<file path="src/rtl/sram_arbiter.sv">
// Two-port round-robin arbiter in front of sram_ctrl; port 1 may hold the bus for up to BURST_LEN grants.
// Define SRAM_ARB_FIXED_PRIO_EN to make port 0 win every tie and drop the burst counter.
module sram_arbiter #(
    parameter int ADDR_W    = 32,
    parameter int BURST_LEN = 4
) (
    input  logic              clk,
    input  logic              rst,
    input  logic              m0_req_i,
    input  logic              m1_req_i,
    input  logic              m0_write_i,
    input  logic              m1_write_i,
    input  logic [ADDR_W-1:0] m0_addr_i,
    input  logic [ADDR_W-1:0] m1_addr_i,
    input  logic [3:0]        m0_byteSelect_i,
    input  logic [3:0]        m1_byteSelect_i,
    input  logic [31:0]       m0_dataSave_i,
    input  logic [31:0]       m1_dataSave_i,
    output logic              m0_ack_o,
    output logic              m1_ack_o,
    output logic              m0_busy_o,
    output logic              m1_busy_o,
    output logic [31:0]       m0_dataLoad_o,
    output logic [31:0]       m1_dataLoad_o,
    output logic              enable_o,
    output logic              readEnable_o,
    output logic [ADDR_W-1:0] addr_o,
    output logic [3:0]        byteSelect_o,
    output logic [31:0]       dataSave_o,
    input  logic [31:0]       dataLoad_i,
    input  logic              busy_i
);

    typedef enum logic [1:0] {IDLE = 2'd0, GNT0 = 2'd1, GNT1 = 2'd2} state_t;

    state_t            state_reg, state_next;
    logic              write_reg;
    logic [ADDR_W-1:0] addr_reg;
    logic [3:0]        byte_sel_reg;
    logic [31:0]       data_save_reg;
    logic              win_valid, win_port;

    logic [1:0]        req_vec, write_vec, ack_vec;
    logic [ADDR_W-1:0] addr_arr      [2];
    logic [3:0]        byte_sel_arr  [2];
    logic [31:0]       data_save_arr [2];
    logic [31:0]       data_load_arr [2];

    assign req_vec          = {m1_req_i, m0_req_i};
    assign write_vec        = {m1_write_i, m0_write_i};
    assign addr_arr[0]      = m0_addr_i;
    assign addr_arr[1]      = m1_addr_i;
    assign byte_sel_arr[0]  = m0_byteSelect_i;
    assign byte_sel_arr[1]  = m1_byteSelect_i;
    assign data_save_arr[0] = m0_dataSave_i;
    assign data_save_arr[1] = m1_dataSave_i;

`ifndef SRAM_ARB_FIXED_PRIO_EN
    localparam logic [3:0] BURST_LEN_C = 4'(BURST_LEN);
    logic       last_reg;
    logic [3:0] burst_cnt_reg;
`endif

    always_comb begin
        win_valid = |req_vec;
        win_port  = 1'b0;
        if (&req_vec) begin
`ifdef SRAM_ARB_FIXED_PRIO_EN
            win_port = 1'b0;
`else
            // burst_cnt is zero only straight after reset, where port 0 takes the first tie
            if (last_reg && (burst_cnt_reg != 4'd0) && (burst_cnt_reg < BURST_LEN_C))
                win_port = 1'b1;
            else
                win_port = ~last_reg;
`endif
        end else begin
            win_port = req_vec[1];
        end
    end

    always_ff @(posedge clk) begin
        if (rst) state_reg <= IDLE;
        else     state_reg <= state_next;
    end

    always_comb begin
        state_next = state_reg;
        case (state_reg)
            IDLE:       if (win_valid) state_next = win_port ? GNT1 : GNT0;
            GNT0, GNT1: if (!busy_i)   state_next = IDLE;
            default:    state_next = IDLE;
        endcase
    end

    always_ff @(posedge clk) begin
        if (rst) begin
            write_reg     <= 1'b0;
            addr_reg      <= '0;
            byte_sel_reg  <= 4'd0;
            data_save_reg <= 32'd0;
`ifndef SRAM_ARB_FIXED_PRIO_EN
            last_reg      <= 1'b1;
            burst_cnt_reg <= 4'd0;
`endif
        end else if (state_reg == IDLE && win_valid) begin
            write_reg     <= write_vec[win_port];
            addr_reg      <= addr_arr[win_port];
            byte_sel_reg  <= byte_sel_arr[win_port];
            data_save_reg <= data_save_arr[win_port];
`ifndef SRAM_ARB_FIXED_PRIO_EN
            last_reg      <= win_port;
            if (!win_port)                  burst_cnt_reg <= 4'd0;
            else if (burst_cnt_reg != 4'hF) burst_cnt_reg <= burst_cnt_reg + 4'd1;
`endif
        end
    end

    always_comb begin
        enable_o     = (state_reg == GNT0) || (state_reg == GNT1);
        readEnable_o = enable_o && !write_reg;
    end

    generate
        for (genvar gi = 0; gi < 2; gi++) begin : g_port
            localparam state_t GNT_ST = (gi == 0) ? GNT0 : GNT1;
            assign ack_vec[gi]       = (state_reg == GNT_ST) && !busy_i;
            assign data_load_arr[gi] = ack_vec[gi] ? dataLoad_i : 32'd0;
        end
    endgenerate

    assign m0_ack_o      = ack_vec[0];
    assign m1_ack_o      = ack_vec[1];
    assign m0_busy_o     = m0_req_i & ~ack_vec[0];
    assign m1_busy_o     = m1_req_i & ~ack_vec[1];
    assign m0_dataLoad_o = data_load_arr[0];
    assign m1_dataLoad_o = data_load_arr[1];
    assign addr_o        = addr_reg;
    assign byteSelect_o  = byte_sel_reg;
    assign dataSave_o    = data_save_reg;

endmodule

</file>
<file path="config.mk">
export PLATFORM = sky130hd
export DESIGN_NAME = sram_arbiter
export DESIGN_NICKNAME = d
export VERILOG_FILES = /design/src/rtl/sram_arbiter.sv
export SDC_FILE = /design/constraint.sdc
export NUM_CORES = 1
export LEC_CHECK = 0
export ABC_AREA = 1
export CORE_MARGIN = 5
export CORE_UTILIZATION = 28
export DETAILED_ROUTE_END_ITERATION = 12
export GPL_TIMING_DRIVEN = 0
export PLACE_DENSITY = 0.65
export SLEW_MARGIN = 20
export SYNTH_ARGS = -nofsm -noshare
export SYNTH_HDL_FRONTEND = slang
export SYNTH_SLANG_ARGS = --single-unit
</file>
<file path="constraint.sdc">
create_clock -name clk -period 1.9 [get_ports clk]
set_input_delay 0.285 -clock clk [delete_from_list [all_inputs] [get_ports clk]]
set_output_delay 0.285 -clock clk [all_outputs]
set_load 0.02 [all_outputs]
</file>
# Word level (Yosys, flattened, before mapping)
# Index checks and enable logic that the tools add are counted.
word_totals:
  output_inout_bits: 138
  register_bits: 76
  word_cells: 60
op_classes:
  n_reduce_logical: 16
  n_addsub: 1
  muxes: 21
  bitwise_logic: 6
  order_cmp: 3
  eq_ne: 6
ops:
  columns: ["op", "count"]
  rows:
  - ["$mux W32", 8]
  - ["$mux W4", 5]
  - ["$logic_and A1 B1 Y1", 6]
  - ["$mux W2", 3]
  - ["$reduce_and A2 Y1", 3]
  - ["$add A4 B1 Y4 const B", 1]
  - ["$lt A4 B3 Y1 const B", 1]
  - ["$mux W1", 4]
  - ["$ne A2 B2 Y1 const B", 2]
  - ["$ne A4 B4 Y1 const B", 1]
  - ["$pmux W2 S2", 1]
  - ["$reduce_bool A4 Y1", 1]
  - ["$reduce_or A2 Y1", 2]
  - ["$not A1 Y1", 3]
  - ["$and A1 B1 Y1", 2]
  - ["$eq A2 B1 Y1 const B", 1]
  - ["$eq A2 B2 Y1 const B", 1]
  - ["$ge A2 B2 Y1 const B", 1]
  - ["$logic_not A1 Y1", 2]
  - ["$logic_not A2 Y1", 1]
  - ["$lt A1 B2 Y1 const B", 1]
  - ["$ne A2 B1 Y1 const B", 1]
  - ["$not A1 Y2", 1]
  - ["$logic_or A1 B1 Y1", 1]

# Logic depth before layout (Yosys ltp)
logic_depth:
  depth_word: 9
  ltp_mapped: 10
  depth_no_buf: 9

# Worst setup path before layout
# OpenSTA, ideal clock, no wires.
synth_timing:
  path_type: "flip-flop to output port"
  from: "reg state_reg[0]"
  to: "out m1_dataLoad_o[0]"
  path_slack_ns: 0.472
  t_arrival_ns: 1.143
  stages_incl_launch_ff: 6
  path_cell_list: "dfxtp_1 -> inv_1 -> ha_1 -> nand2_1 -> clkbuf_1 -> nor2_1"
synth_between:
  elab_chain_cells: 3
synth_lines:
  columns: ["item", "line", "text"]
  rows:
  - ["from (decl)", "36", "state_t state_reg, state_next;"]
  - ["from (signal assigned)", "84", "else state_reg <= state_next;"]
  - ["$eq A2 B2 Y1", "127", "assign ack_vec[gi] = (state_reg == GNT_ST) && !busy_i;"]
  - ["$logic_and A1 B1 Y1", "127", null]
  - ["$mux W32", "128", "assign data_load_arr[gi] = ack_vec[gi] ? dataLoad_i : 32'd0;"]
  - ["to (decl)", "24", "output logic [31:0] m1_dataLoad_o,"]
# No other way between the ends.

# Worst setup path in the final report
layout_timing:
  from: "reg state_reg[1]"
  to: "out m0_dataLoad_o[11]"
layout_between:
  elab_chain_cells: 3
layout_lines:
  columns: ["item", "line", "text"]
  rows:
  - ["$eq A2 B1 Y1", "127", null]
  - ["$logic_and A1 B1 Y1", "127", null]
  - ["$mux W32", "128", null]
  - ["to (decl)", "23", "output logic [31:0] m0_dataLoad_o,"]
# No other way between the ends.

==> metrics.csv <==
stage,metric,value,unit
run_status,status,completed,
worst_setup_path,Worst Path Arrival,1.58,ns
final_layout,fin cells,1249,
clocking,Inserted Clock Buffers,9,
sta,Final setup violation count,0,
floorplanning,Die Width,137,um
routing,Detailed Route WL,19.5,mm
routing,DR DRC count,0,
worst_setup_path,"setup slack, reg-to-reg",0.19,ns
placed_design,Post-DP HPWL,15.7,mm
final_layout,final instance area,8120,um2
sta,TNS Setup,0,ns
clocking,Max Root-Sink Buffers,2,
min_path,Hold Crit Endpoint,dataSave_o[17]$_SDFFE_PP0P_,
yosys,synthesized flop and latch total,76,
min_path,class of the worst hold path,in2reg,
yosys,Synth cell types,21,
min_path,Hold Crit Depth,2,
worst_setup_path,critical path class,reg2out,
routing,DRT iter0 DRCs,200,
yosys,synthesized area per cell,6.39,um2
sta,fmax,537,MHz
sta,Slew @ Worst Pin,0.650,ns
sta,worst hold slack,0.348,ns
final_layout,nets@finish,1207,
floorplanning,core area,15800,um2
sta,period utilization,98.0,%
worst_setup_path,"critical path fanouts, max",7,
clocking,worst-skew pair later-pin latency,0.34,ns
grt,vias in the first global route,5190,
sta,worst clock skew,0.00645,ns
power_and_ir_drop,register share of total power,29.9,%
floorplanning,Ports,313,
power_and_ir_drop,switching power,0.00217,W
power_and_ir_drop,clock power share,30.6,%
clocking,clock sinks,76,
sta,RSZ-0062 raised after global routing,true,
floorplanning,Starting Density,28.4,%
final_layout,most frequent cells in the layout,"clkdlybuf4s50_1 (240), nand2_1 (151), inv_1 (113)",
placed_design,placed cell count,1229,
worst_setup_path,critical path launch point type,flop,
grt,all-layer global routing usage,19.6,%
sta,Final Max Slew Viols,0,
power_and_ir_drop,Sw Ratio,33.5,%
yosys,Yosys warnings,0,
floorplanning,die area,18700,um2
worst_setup_path,worst r2r path cells,9,
power_and_ir_drop,VDD IR max,0.000425,V
final_layout,fillcell total,1672,
grt,first-pass GRT wire length,28.1,mm
clocking,CTS Hold Bufs,0,
floorplanning,DIE HEIGHT,137,um
clocking,H-tree depth,3,
worst_setup_path,WP data required,1.62,ns
power_and_ir_drop,part of the power in combinational logic,39.5,%
yosys,Post-Syn Nets,883,
placed_design,PortBufs,310,
final_layout,area grow syn2layout,80.7,%
worst_setup_path,Critical Path Sink Type,primary output,
yosys,sequential share of the synthesized area,33.8,%
clocking,clock-pin transition on the worst setup and hold timing paths,0.06,ns
power_and_ir_drop,P per Cell Area,797,nW/um2
grt,initial antenna violation count,2,
power_and_ir_drop,P_int,0.00430,W
yosys,Post-Syn Instances,703,
power_and_ir_drop,LEAKAGE,3.78,nW
grt,pin count of the biggest net entering global routing,13,
worst_setup_path,end of the worst register-to-register path,addr_o[17]$_SDFFE_PP0P_,
min_path,hold_sp,rst,
routing,WL per Instance,15.6,um
sta,Slew HR,56.7,%
worst_setup_path,worst reg2reg path startpoint,burst_cnt_reg[0]$_SDFFE_PP0P_,
final_layout,"most common cell after layout, fill and taps aside",clkdlybuf4s50_1,
sta,final period demand of the worst path,1.86,ns
routing,Vias/cell,4.48,
routing,antenna-violating nets left,0,
run,max_cap viols,0,
yosys,synthesized area,4500,um2
sta,Final Hold Viols,0,
floorplanning,Rows,46,
final_layout,share of cells above drive strength 1,13.7,%
grt,grt total ovfl,0,
clocking,TritonCTS clock tree,done,
placed_design,Area after DPL,7870,um2
clocking,root buf cell,clkbuf_16,
placed_design,routability cong.,0.830,
routing,Vias,5590,
routing,Pre-antenna DRT Iters,4,
## worst max-delay path: stages (launching register included)
cell,delay (ns)
dfxtp_2,0.33
inv_1,0.08
ha_1,0.19
nand2_4,0.10
clkbuf_4,0.18
nor2_1,0.10
clkdlybuf4s15_2,0.27
## layout make-up
type | count | area, um2 | share of cell area [%]
buffer | 50 | 337 | 4.14
sequential | 76 | 1530 | 18.8
multi-input combinational | 461 | 2320 | 28.6
timing repair buffer | 313 | 2880 | 35.5
clock inverter | 5 | 100 | 1.23
antenna | 2 | 5.00 | 0.0616
clock buffer | 10 | 239 | 2.94
inverter | 116 | 437 | 5.38
tap | 216 | 270 | 3.33
## stage by stage
step | total power, W | setup slack (ns) | util (%)
final | 0.00647 | 0.0377 | 51.3
after floorplan | 0.00328 | 0.472 | -
after detailed placement | 0.00455 | -0.501 | 49.7
after global placement | 0.00454 | -0.509 | 49.7
after global routing | 0.00682 | -0.0101 | 51.3
after CTS | 0.00653 | -0.0552 | 51.5
## worst max path at each step
stage,startpoint,to,slack (ns),cells past startpoint
2_1_floorplan,state_reg[0]$_SDFFE_PP0P_,m1_dataLoad_o[0],0.47,5
6_report,state_reg[1]$_SDFFE_PP0P_,m0_dataLoad_o[11],0.04,6
3_3_place_gp,busy_i,m0_dataLoad_o[19],-0.51,6
3_5_place_dp,busy_i,m0_dataLoad_o[19],-0.50,6
4_1_cts,state_reg[1]$_SDFFE_PP0P_,m0_dataLoad_o[19],-0.06,6
5_1_grt,state_reg[0]$_SDFFE_PP0P_,m1_dataLoad_o[19],-0.01,7
## power by group through the flow
stage                     Combinational (W)  Sequential, W  Clock, W
after floorplan                     0.00106        0.00222         0
after global placement              0.00258        0.00196         0
after detailed placement            0.00258        0.00197         0
after CTS                           0.00258        0.00194   0.00202
after global routing                0.00277        0.00197   0.00209
final                               0.00255        0.00194   0.00198
## synth_stat cells, drive strengths merged
| cell | n | area [um2] |
|---|---|---|
| nand2 | 158 | 621 |
| inv | 115 | 432 |
| a21oi | 77 | 385 |
| dfxtp | 76 | 1520 |
| nand3 | 75 | 380 |
| nor2 | 72 | 270 |
| nand3b | 69 | 518 |
| clkbuf | 26 | 97.6 |
| buf | 24 | 171 |
| ha | 5 | 62.6 |
| nand4 | 2 | 12.5 |
| o21ai | 2 | 10.0 |
| clkinv | 1 | 5.00 |
| xor2 | 1 | 8.76 |
## metal layers
layer	share of wire [%]	wire length (um)	up-vias	GRT usage, %
met5	0	0	-	0
met4	2.8	537	0	7.28
met3	8.5	1650	27	5.74
met2	51	10000	198	36.9
met1	37	7280	2522	20.5
li1	-	-	2843	-
## logic make-up after synthesis
family / share of synthesized area [%]
xor gates and xnor gates: 0.195
DFF: 33.8
adders and majority gates: 1.39
and+or+nand+nor: 40.1
buffers and inverters: 15.7
AOI/OAI and AO/OA: 8.79
## what timing repair did
| action | 4_1_cts | 5_1_grt |
|---|---|---|
| setup buffers | 2 | 0 |
| gates cloned | 1 | 0 |
| setup endpoints to repair | 70 | 111 |
| pin swaps | 2 | 1 |
| resized for setup | 258 | 55 |
Note: power is estimated with default switching activity, not from simulation.
